===== src/rtl/mips_br_pkg.sv =====
// Branch operation encodings shared by the execute-stage branch logic.
package mips_br_pkg;

  localparam int unsigned BR_OP_W = 3;

  localparam logic [BR_OP_W-1:0] BR_NONE = 3'd0;
  localparam logic [BR_OP_W-1:0] BEQ     = 3'd1;
  localparam logic [BR_OP_W-1:0] BNE     = 3'd2;
  localparam logic [BR_OP_W-1:0] BLEZ    = 3'd3;
  localparam logic [BR_OP_W-1:0] BGTZ    = 3'd4;
  localparam logic [BR_OP_W-1:0] BLTZ    = 3'd5;
  localparam logic [BR_OP_W-1:0] BGEZ    = 3'd6;
  localparam logic [BR_OP_W-1:0] J       = 3'd7;

endpackage


===== src/rtl/bpc_adder.sv =====
// Branch target adder: npc plus the word-scaled immediate. Carry-out is dropped so the
// target wraps modulo 2^XLEN.
module bpc_adder #(
  parameter int unsigned XLEN      = 32,
  parameter int unsigned IMM_SHIFT = 2
) (
  input  logic [XLEN-1:0] npc_i,
  input  logic [XLEN-1:0] imm_i,
  output logic [XLEN-1:0] bpc_o
);

  assign bpc_o = npc_i + (imm_i << IMM_SHIFT);

endmodule


===== src/rtl/ex_branch_unit.sv =====
// Execute-stage branch resolver: target, condition, mispredict check, EX/MEM register and
// saturating branch/mispredict statistics.
module ex_branch_unit
  import mips_br_pkg::*;
#(
  parameter int unsigned XLEN      = 32,
  parameter int unsigned IMM_SHIFT = 2,
  parameter int unsigned CNT_W     = 16
) (
  input  logic               clk,
  input  logic               rst,
  input  logic               EX_valid,
  input  logic               EX_stall,
  input  logic               EX_flush,
  input  logic [BR_OP_W-1:0] EX_br_op,
  input  logic [XLEN-1:0]    EX_npc,
  input  logic [XLEN-1:0]    EX_imm,
  input  logic [XLEN-1:0]    EX_rs_data,
  input  logic [XLEN-1:0]    EX_rt_data,
  input  logic               EX_pred_taken,
  output logic               MEM_valid,
  output logic [XLEN-1:0]    MEM_bpc,
  output logic               MEM_taken,
  output logic               MEM_redirect,
  output logic [XLEN-1:0]    MEM_redirect_pc,
  output logic [CNT_W-1:0]   br_count,
  output logic [CNT_W-1:0]   mispred_count
);

  logic [XLEN-1:0]  bpc;
  logic             taken, is_br, mispred, accept;
  logic             rs_neg, rs_zero;
  logic             valid_q, taken_q, redirect_q;
  logic [XLEN-1:0]  bpc_q, rpc_q;
  logic [CNT_W-1:0] br_cnt_q, mis_cnt_q;

  bpc_adder #(
    .XLEN      (XLEN),
    .IMM_SHIFT (IMM_SHIFT)
  ) u_bpc_adder (
    .npc_i (EX_npc),
    .imm_i (EX_imm),
    .bpc_o (bpc)
  );

  assign rs_neg  = EX_rs_data[XLEN-1];
  assign rs_zero = (EX_rs_data == '0);

  always_comb begin
    taken = 1'b0;
    case (EX_br_op)
      BEQ:     taken = (EX_rs_data == EX_rt_data);
      BNE:     taken = (EX_rs_data != EX_rt_data);
      BLEZ:    taken = rs_neg | rs_zero;
      BGTZ:    taken = ~rs_neg & ~rs_zero;
      BLTZ:    taken = rs_neg;
      BGEZ:    taken = ~rs_neg;
      J:       taken = 1'b1;
      default: taken = 1'b0;
    endcase
  end

  assign is_br   = (EX_br_op != BR_NONE);
  assign mispred = is_br & (taken != EX_pred_taken);
  assign accept  = EX_valid & ~EX_stall & ~EX_flush & ~rst;

  always_ff @(posedge clk) begin
    if (rst) begin
      valid_q    <= 1'b0;
      taken_q    <= 1'b0;
      redirect_q <= 1'b0;
      bpc_q      <= '0;
      rpc_q      <= '0;
      br_cnt_q   <= '0;
      mis_cnt_q  <= '0;
    end else begin
      if (accept) begin
        valid_q    <= 1'b1;
        taken_q    <= taken;
        redirect_q <= mispred;
        bpc_q      <= bpc;
        rpc_q      <= taken ? bpc : EX_npc;
        if (is_br && (br_cnt_q != '1)) br_cnt_q <= br_cnt_q + 1'b1;
        if (mispred && (mis_cnt_q != '1)) mis_cnt_q <= mis_cnt_q + 1'b1;
      end else if (EX_flush || !EX_stall) begin
        valid_q    <= 1'b0;
        redirect_q <= 1'b0;
      end else begin
        // Held by stall: keep payload, but a redirect must fire only once.
        redirect_q <= 1'b0;
      end
    end
  end

  assign MEM_valid       = valid_q;
  assign MEM_bpc         = bpc_q;
  assign MEM_taken       = taken_q;
  assign MEM_redirect    = redirect_q;
  assign MEM_redirect_pc = rpc_q;
  assign br_count        = br_cnt_q;
  assign mispred_count   = mis_cnt_q;

endmodule

===== config.mk =====
export PLATFORM = sky130hd
export DESIGN_NAME = ex_branch_unit
export DESIGN_NICKNAME = d
export VERILOG_FILES = /design/src/rtl/mips_br_pkg.sv /design/src/rtl/bpc_adder.sv /design/src/rtl/ex_branch_unit.sv
export SDC_FILE = /design/constraint.sdc
export NUM_CORES = 1
export LEC_CHECK = 0
export ABC_CLOCK_PERIOD_IN_PS = 3140
export BUFFER_PORTS_ARGS = -buffer_cell sky130_fd_sc_hd__clkbuf_2
export CAP_MARGIN = 20
export CORE_MARGIN = 2
export CORE_UTILIZATION = 49
export CTS_CLUSTER_DIAMETER = 60
export DETAILED_ROUTE_END_ITERATION = 10
export PLACE_DENSITY_LB_ADDON = 0.08
export SYNTH_ARGS = -nofsm -noshare
export SYNTH_HDL_FRONTEND = slang
export SYNTH_SLANG_ARGS = --single-unit

===== constraint.sdc =====
create_clock -name clk -period 3.14 [get_ports clk]
set_clock_uncertainty 0.2 [all_clocks]
set_input_delay 0.314 -clock clk [delete_from_list [all_inputs] [get_ports clk]]
set_output_delay 0.314 -clock clk [all_outputs]
set_load 0.02 [all_outputs]

==> results.tsv, run 1 <==
stage	metric	value	unit
routing	drt_pass1_iterations	8	
sta	grt_setup_unrepaired	false	
synthesis	primary_flip_flop_cell_chosen_by_synthesis_mapping	dfxtp_1	
die	pin_count	236	
global_route	grt.overflow.total	0	
synthesis	synthDominantCellAreaShare	33.3	%
critical_path	worst-path-max-fanout	10	
die	effective_utilization_at_floorplan	50.7	%
critical_path	cp_arrival	3.02	ns
synthesis	ys_seq_area_share	33.3	%
die	floorplan.die_area	0.0128	mm2
routing	drc_errors	13	
critical_path	crit_path_end_kind	register	
cts	cts_sinks	97	
finish	drive_gt1_share	29.1	%
critical_path	cp-start-kind	input port	
die	core_area	0.0115	mm2
critical_path	cp_num_buf_inv	3	
cts	cts-root-buf	clkbuf_16	
synthesis	synth_edf_count	0	
synthesis	synth_warn	0	
cts	hold_buffers	2	
global_route	groute.usage.overall	27.5	%
routing	ant_nets	0	
place	gpl_wtd_cong	0.901	
routing	avgRoutedWirePerCell	16.3	um
sta	finalCriticalPeriod	2.95	ns
synthesis	netlist_area	0.00584	mm2
synthesis	synth.ff_latch_count	97	
cts	cts_resized	0	
power_and_ir_drop	total_power	3.07	mW
critical_path	critical_path.top_delay_family	simple AND/OR/NAND/NOR gates	
sta	timing.final.crit_share	93.8	%
synthesis	netlist-cell-type-count	57	
die	core.rowCount	39	
global_route	grt_pass1_vias	6066	
sta	timing_worst_slew_pin_value	1.05	ns
cts	cts.reportedPaths.clkPinSlew	0.07	ns
critical_path	worstPathRequired	3.21	ns
min_path	whs_path_depth	3	
critical_path	path_class	input port to register	
die	die_h	113	um
critical_path	delay_of_the_slowest_cell_on_the_worst_path	0.55	ns
place	io_buffers	233	
synthesis	synth_top_cells_by_count	97 x dfxtp_1, 84 x nand2_1, 70 x a21oi_1	
power_and_ir_drop	powerDensity	409	mW/mm2
critical_path	crit_cells	9	
sta	final_hold_viol_count	0	
min_path	hold_wc_path_type	input port to register	
synthesis	post_synth.cell_area_avg	8.06	um2
critical_path	crit_chain	dlygate4sd3_1 > clkbuf_2 > or3_2 > a21o_1 > nor3b_1 > mux2i_2 > buf_12 > or4_1 > a21oi_1	
cts	cts-htree-levels	3	
sta	worst_slew_margin_rel	29.8	%
critical_path	standard_cell_with_the_maximum_stage_delay_on_the_critical_path	or3_2	
routing	total_length_of_routed_wires	17.8	mm
routing	drt-vias-per-instance	5.74	
synthesis	most_area_consuming_cells_after_synthesis	dfxtp_1 33%, xor2_1 8.1%, ha_1 6.6%	
global_route	grt_max_degree	80	
routing	detailedRoute.firstIterationViolations	403	
finish	area.growth.synth_to_final	28.7	%
routing	detailroute.via_count	6302	
finish	nets	1119	
place	hpwlAfterDp	13.5	mm
power_and_ir_drop	total_leakage_power	3.36	nW
cts	cts.path.max_buffers	2	
finish	finish.cell_count_without_fillers	1098	
die	chipWidth	113	um
place	placed_cells_incl_taps	1079	
cts	cts-buffers-inserted	9	
sta	finalSetupViolCount	0	
cts	clock_tree_from_tritoncts	yes	
sta	final_max_slew_viol_count	0	
synthesis	ys_async_sr_fraction	0	%
sta	timing.hold.ws	0.0287	ns
flow_run	max_cap_viol_count	0	
synthesis	synth_largest_area_cell	dfxtp_1	
cts	clock_latency	0.34	ns
power_and_ir_drop	vdd_drop_max	0.229	mV
critical_path	reg2reg_depth	9	
global_route	first_pass_grt_wire_length	28.8	mm
sta	achievable-frequency	339	MHz
synthesis	syn-num-nets	893	
synthesis	synthesis.instances	724	
status	violations	design-rule violations	
cts	cts_setup_buffers	0	
status	status	complete, but fails checks	
synthesis	dominant_cell_by_count_in_the_synthesized_netlist	dfxtp_1	
global_route	grt_antenna_before_repair	0	
finish	antenna_cells_inserted	0	
sta	fin_ws	0.194	ns
place	post-place-ws	-0.0317	ns
power breakdown:
part	leakage, nW	switching [mW]	internal [mW]
combinational	2.44	0.412	0.299
sequential	0.785	0.0185	1.26
clock	0.136	0.529	0.554
sequential cells by signal, indices dropped and copies added, names as in the netlist:
register	flops
br_count	16
MEM_redirect	1
MEM_taken	1
MEM_valid	1
MEM_redirect_pc	30
MEM_bpc	32
mispred_count	16
cells by family (layout without fill, tap and decap cells):
group           count (synthesis)  count (layout)  share of synthesized area, %
simple gates                  260             260                          21.8
compound gates                196             196                          21.0
flops                          97              97                          33.3
xor+xnor                       76              76                          11.4
buf+inv                        52             283                          3.56
fa+ha+maj                      32              32                          6.99
mux                            11              11                          1.97
layout by cell type (no fill, tap or decap), types with 22 or more instances in the layout:
| master | instances |
|---|---|
| a21oi_1 | 70 |
| clkbuf_2 | 233 |
| dfxtp_1 | 97 |
| ha_1 | 31 |
| nand2_1 | 84 |
| nand3_1 | 33 |
| nor2_1 | 52 |
| o21ai_0 | 35 |
| xnor2_1 | 22 |
| xor2_1 | 54 |
worst reg2reg max path, delay by kind of cell (launching register included):
kind	cells	cell delay (ns)
buffers and inverters	1	0.18
DFF	1	0.44
muxes	2	0.55
and+or+nand+nor	6	1.32
final timing paths:
kind	start	end	slack, ns
max	EX_flush	mispred_count[13]$_SDFFE_PP0P_	0.19
min	EX_stall	MEM_valid$_SDFFE_PP0P_	0.03
max reg2reg	mispred_count[2]$_SDFFE_PP0P_	mispred_count[1]$_SDFFE_PP0P_	0.32
min reg2reg	MEM_bpc[27]$_SDFFE_PP0P_	MEM_bpc[27]$_SDFFE_PP0P_	0.26
final cells by class:
cell class / count / area, um2
clock inverters: 7 / 60.1
repair buffers: 253 / 1360
multi-input cells: 575 / 3690
well taps: 143 / 179
fillers: 1028 / 4000
flip-flops and latches: 97 / 1940
clock buffers: 9 / 225
inverters: 14 / 52.6
layer usage:
metal | wire length (um) | global-route usage [%] | vias to the layer above | share of wire, %
li1 | - | - | 3110 | -
met1 | 8020 | 36.0 | 2965 | 45
met2 | 8580 | 46.7 | 195 | 48
met3 | 868 | 3.64 | 32 | 4.9
met4 | 379 | 9.59 | 0 | 2.1
met5 | 0 | 0 | - | 0
stage by stage:
| step | utilization (%) | setup TNS [ns] | instance area (um2) |
|---|---|---|---|
| floorplan | - | 0 | 5840 |
| global placement | 62.5 | -0.00469 | 7200 |
| detailed placement | 62.5 | -0.0736 | 7200 |
| CTS | 65.2 | 0 | 7500 |
| global route | 65.2 | 0 | 7510 |
| finish | 65.2 | 0 | 7510 |
(Power assumes the default switching activity.)
==> run 2, diff against run 1 <==
--- a/config.mk
+++ b/config.mk
@@ -8,11 +8,12 @@
 export ABC_CLOCK_PERIOD_IN_PS = 3140
 export BUFFER_PORTS_ARGS = -buffer_cell sky130_fd_sc_hd__clkbuf_2
 export CAP_MARGIN = 20
-export CORE_MARGIN = 2
-export CORE_UTILIZATION = 49
+export CORE_MARGIN = 3
+export CORE_UTILIZATION = 51
 export CTS_CLUSTER_DIAMETER = 60
 export DETAILED_ROUTE_END_ITERATION = 10
 export PLACE_DENSITY_LB_ADDON = 0.08
 export SYNTH_ARGS = -nofsm -noshare
 export SYNTH_HDL_FRONTEND = slang
+export SYNTH_HIERARCHICAL = 1
 export SYNTH_SLANG_ARGS = --single-unit
==> run 2 against run 1 <==
  * The flow now finishes without violations
  * Wire length is 2.3% higher
  * Clock power is 5% higher
  * Critical path depth is 2 lower
  * Via count is 0.43% higher
  * Sequential power hardly changed
  * Global-route usage is 2.2 points lower
  * Die area is 10% higher
  * Cell area is 7.8% higher
  * Sequential cell count is 2 higher
  * First-iteration DRC count is 44% higher
  * Synthesized area is 11% higher
  * Critical path type unchanged
==> results.tsv, run 2 <==
stage	metric	value	unit	change
cts	clock_tree_from_tritoncts	yes		
status	status	complete, no violations		
finish	layout.cells.most_common_list	232 x clkbuf_2, 101 x nand2_1, 99 x dfxtp_1, 73 x nor2_1, 68 x a21oi_1		
sta	worst_slew_margin_rel	36.2	%	+6.4 points
critical_path	critical_path.top_delay_family	simple AND/OR/NAND/NOR gates		
synthesis	netlist_area	0.00649	mm2	+11%
synthesis	netlist-cell-type-count	78		+37%
cts	cts_resized	0		unchanged
synthesis	most_area_consuming_cells_after_synthesis	dfxtp_1 31%, xnor2_1 7.6%, ha_1 6.0%		
synthesis	ys_seq_area_share	30.5	%	-2.7 points
finish	nets	1165		+4.1%
finish	fill_cells	1118		+8.8%
routing	wl_met1	8.49	mm	+5.9%
routing	total_length_of_routed_wires	18.3	mm	+2.3%
power_and_ir_drop	total_power	3.29	mW	+6.9%
routing	met3RoutedLength	1.07	mm	+23%
place	hpwlAfterDp	14.2	mm	+5.0%
die	effective_utilization_at_floorplan	53.1	%	+2.5 points
critical_path	reg2reg_depth	7		-2
critical_path	cp_num_buf_inv	2		-1
routing	detailroute.via_count	6329		+0.43%
global_route	first_pass_grt_wire_length	29.2	mm	+1.2%
synthesis	primary_flip_flop_cell_chosen_by_synthesis_mapping	dfxtp_1		
synthesis	dominant_cell_by_count_in_the_synthesized_netlist	nand2_1		
critical_path	delay_of_the_slowest_cell_on_the_worst_path	0.55	ns	about the same
synthesis	syn-num-nets	952		+6.6%
sta	finalSetupViolCount	0		unchanged
critical_path	cp_arrival	2.94	ns	-0.08 ns
synthesis	synth_edf_count	0		unchanged
place	placed_cells_incl_taps	1151		+6.7%
critical_path	startpoint	EX_flush		
power_and_ir_drop	p_int	2.21	mW	+4.7%
critical_path	worst-path-max-fanout	17		+7
critical_path	cp-start-kind	input port		
routing	top_layer_used	met4		
finish	most_common_library_cell_in_the_layout_ignoring_fill_and_taps	clkbuf_2		
routing	drt_pass1_iterations	5		-3
routing	detailedRoute.firstIterationViolations	581		+44%
min_path	whs_path_depth	3		unchanged
synthesis	synth.ff_latch_count	99		+2.1%
finish	multiInputGateArea	0.00422	mm2	+14%
cts	cts-buffers-inserted	9		unchanged
finish	finish.cell_count_without_fillers	1169		+6.5%
die	chipWidth	119	um	+5.0%
critical_path	worstPathRequired	3.19	ns	-0.02 ns
critical_path	worstReg2RegStart	mispred_count[3]$_SDFFE_PP0P_		
die	core_area	0.0122	mm2	+6.0%
sta	finalCriticalPeriod	2.89	ns	-0.0532 ns
cts	cts_sinks	99		+2.1%
synthesis	synthDominantCellAreaShare	30.5	%	-2.7 points
power_and_ir_drop	vdd_drop_max	0.322	mV	+40%
die	pin_count	236		unchanged
cts	clock_latency	0.35	ns	about the same
synthesis	synth_largest_area_cell	dfxtp_1		
synthesis	synthesis.instances	783		+8.1%
global_route	grt_antenna_before_repair	0		unchanged
die	core.rowCount	40		+2.6%
global_route	grt_max_degree	98		+23%
finish	post_layout_util	66.4	%	+1.1 points
sta	timing.final.crit_share	92.1	%	-1.7 points
synthesis	ys_async_sr_fraction	0	%	unchanged
power_and_ir_drop	switchingPower	1.07	mW	+12%
finish	area.growth.synth_to_final	24.9	%	
sta	fin_ws	0.247	ns	+0.0532 ns
sta	grt_setup_unrepaired	false		
cts	cts.path.max_buffers	2		unchanged
die	floorplan.die_area	0.0141	mm2	+10%
finish	drive_gt1_share	29.5	%	+0.36 points
critical_path	timing.reg2reg.setup_slack	0.48	ns	+0.16 ns
global_route	groute.usage.overall	25.3	%	-2.2 points
power_and_ir_drop	p_clk_share	34.2	%	-1.0 points
critical_path	worstReg2RegEnd	mispred_count[10]$_SDFFE_PP0P_		
cts	cts-root-buf	clkbuf_16		
global_route	grt_pass1_vias	5797		-4.4%
sta	final_hold_viol_count	0		unchanged
cts	cts.reportedPaths.clkPinSlew	0.08	ns	about the same
min_path	whs_endpoint	MEM_bpc[0]$_SDFFE_PP0P_		
routing	drc_errors	0		-13
power_and_ir_drop	sequential_share_of_power	39.5	%	-2.2 points
critical_path	crit_path_end_kind	register		
routing	drt-vias-per-instance	5.41		-5.7%
routing	ant_nets	0		unchanged
finish	antenna_cells_inserted	0		unchanged
min_path	hp-start	EX_npc[0]		
place	post-place-ws	-0.0179	ns	+0.0138 ns
power_and_ir_drop	total_leakage_power	3.52	nW	+4.9%
flow_run	max_cap_viol_count	0		unchanged
global_route	grt.overflow.total	0		unchanged
die	die_h	119	um	+5.0%
cts	cts-htree-levels	3		unchanged
cts	cts_setup_buffers	0		unchanged
sta	final_max_slew_viol_count	0		unchanged
sta	timing_worst_slew_pin_value	0.956	ns	-0.0921 ns
synthesis	post_synth.cell_area_avg	8.29	um2	+2.8%
critical_path	standard_cell_with_the_maximum_stage_delay_on_the_critical_path	or4b_1		
sta	achievable-frequency	346	MHz	+1.8%
routing	avgRoutedWirePerCell	15.6	um	-3.9%
routing	met2WireLength	8.42	mm	-1.9%
critical_path	crit_chain	dlygate4sd3_1 > clkbuf_2 > or4b_1 > nor2_1 > nand2_1 > nor4_1 > mux2_1		
finish	regArea	0.00198	mm2	+2.1%
synthesis	synth_warn	6		+6
min_path	hold_wc_path_type	input port to register		
place	io_buffers	233		unchanged
power_and_ir_drop	powerDensity	406	mW/mm2	-0.88%
synthesis	synth_top_cells_by_count	101 x nand2_1, 99 x dfxtp_1, 73 x nor2_1		
power_and_ir_drop	switching_share	32.6	%	+1.4 points
power_and_ir_drop	combPwrFrac	26.2	%	+3.1 points
place	gpl_wtd_cong	0.883		-1.9%
critical_path	path_class	input port to register		
## run 2: area by class of cell
type / count / area share (%)
Clock buffer: 9 / 2.78
Clock inverter: 7 / 0.957
Inverter: 20 / 0.926
Multi-Input combinational cell: 618 / 52.1
Sequential cell: 99 / 24.5
Tap cell: 168 / 2.59
Timing Repair Buffer: 248 / 16.2
## run 2: repair_timing
action                                  in CTS  in global routing
hold endpoints to repair                     2                  0
endpoints found under the setup margin       0                  0
hold buffers                                 2                  0
## run 2: stage by stage
step	setup TNS, ns	cell area, um2	hold WS, ns
after floorplan	0	6490	0.193
after global placement	0	7780	0.242
after detailed placement	-0.0179	7780	0.246
after CTS	0	8100	0.000313
after global routing	0	8100	0.0339
final	0	8100	0.0109
## run 2: cell families (layout without fill, tap and decap cells)
| logic type | after synthesis | count (layout) | synth area share [%] |
|---|---|---|---|
| simple gates | 284 | 284 | 21.1 |
| compound gates | 192 | 192 | 21.7 |
| flops | 99 | 99 | 30.5 |
| xor+xnor | 70 | 70 | 9.45 |
| buf+inv | 66 | 284 | 4.51 |
| mux | 40 | 40 | 6.46 |
| fa+ha+maj | 32 | 32 | 6.28 |
## run 2: worst max path at each step
stage	slack, ns	depth (start not counted)	end
after global placement	0.03	13	MEM_redirect_pc[26]$_SDFFE_PP0P_
after floorplan	0.39	12	MEM_redirect_pc[28]$_SDFFE_PP0P_
after detailed placement	-0.02	13	MEM_redirect_pc[28]$_SDFFE_PP0P_
after CTS	0.27	7	mispred_count[6]$_SDFFE_PP0P_
final	0.25	7	mispred_count[6]$_SDFFE_PP0P_
after global routing	0.03	13	MEM_redirect_pc[26]$_SDFFE_PP0P_
## run 2: layer usage
metal | vias to the layer above | track usage [%]
met5 | - | 0
met4 | 0 | 6.44
met3 | 21 | 4.93
met2 | 187 | 40.3
met1 | 2863 | 35.2
li1 | 3258 | -
## run 2: power by group through the flow
stage,registers (mW),logic [mW],clock network [mW]
floorplan,1.36,0.547,0
global placement,1.33,0.848,0
detailed placement,1.33,0.851,0
CTS,1.30,0.857,1.16
global route,1.30,0.944,1.20
finish,1.30,0.862,1.13
## run 2: worst min-delay path: stages
cell	delay (ns)
clkbuf_2	0.10
nand2_1	0.05
a21oi_1	0.05
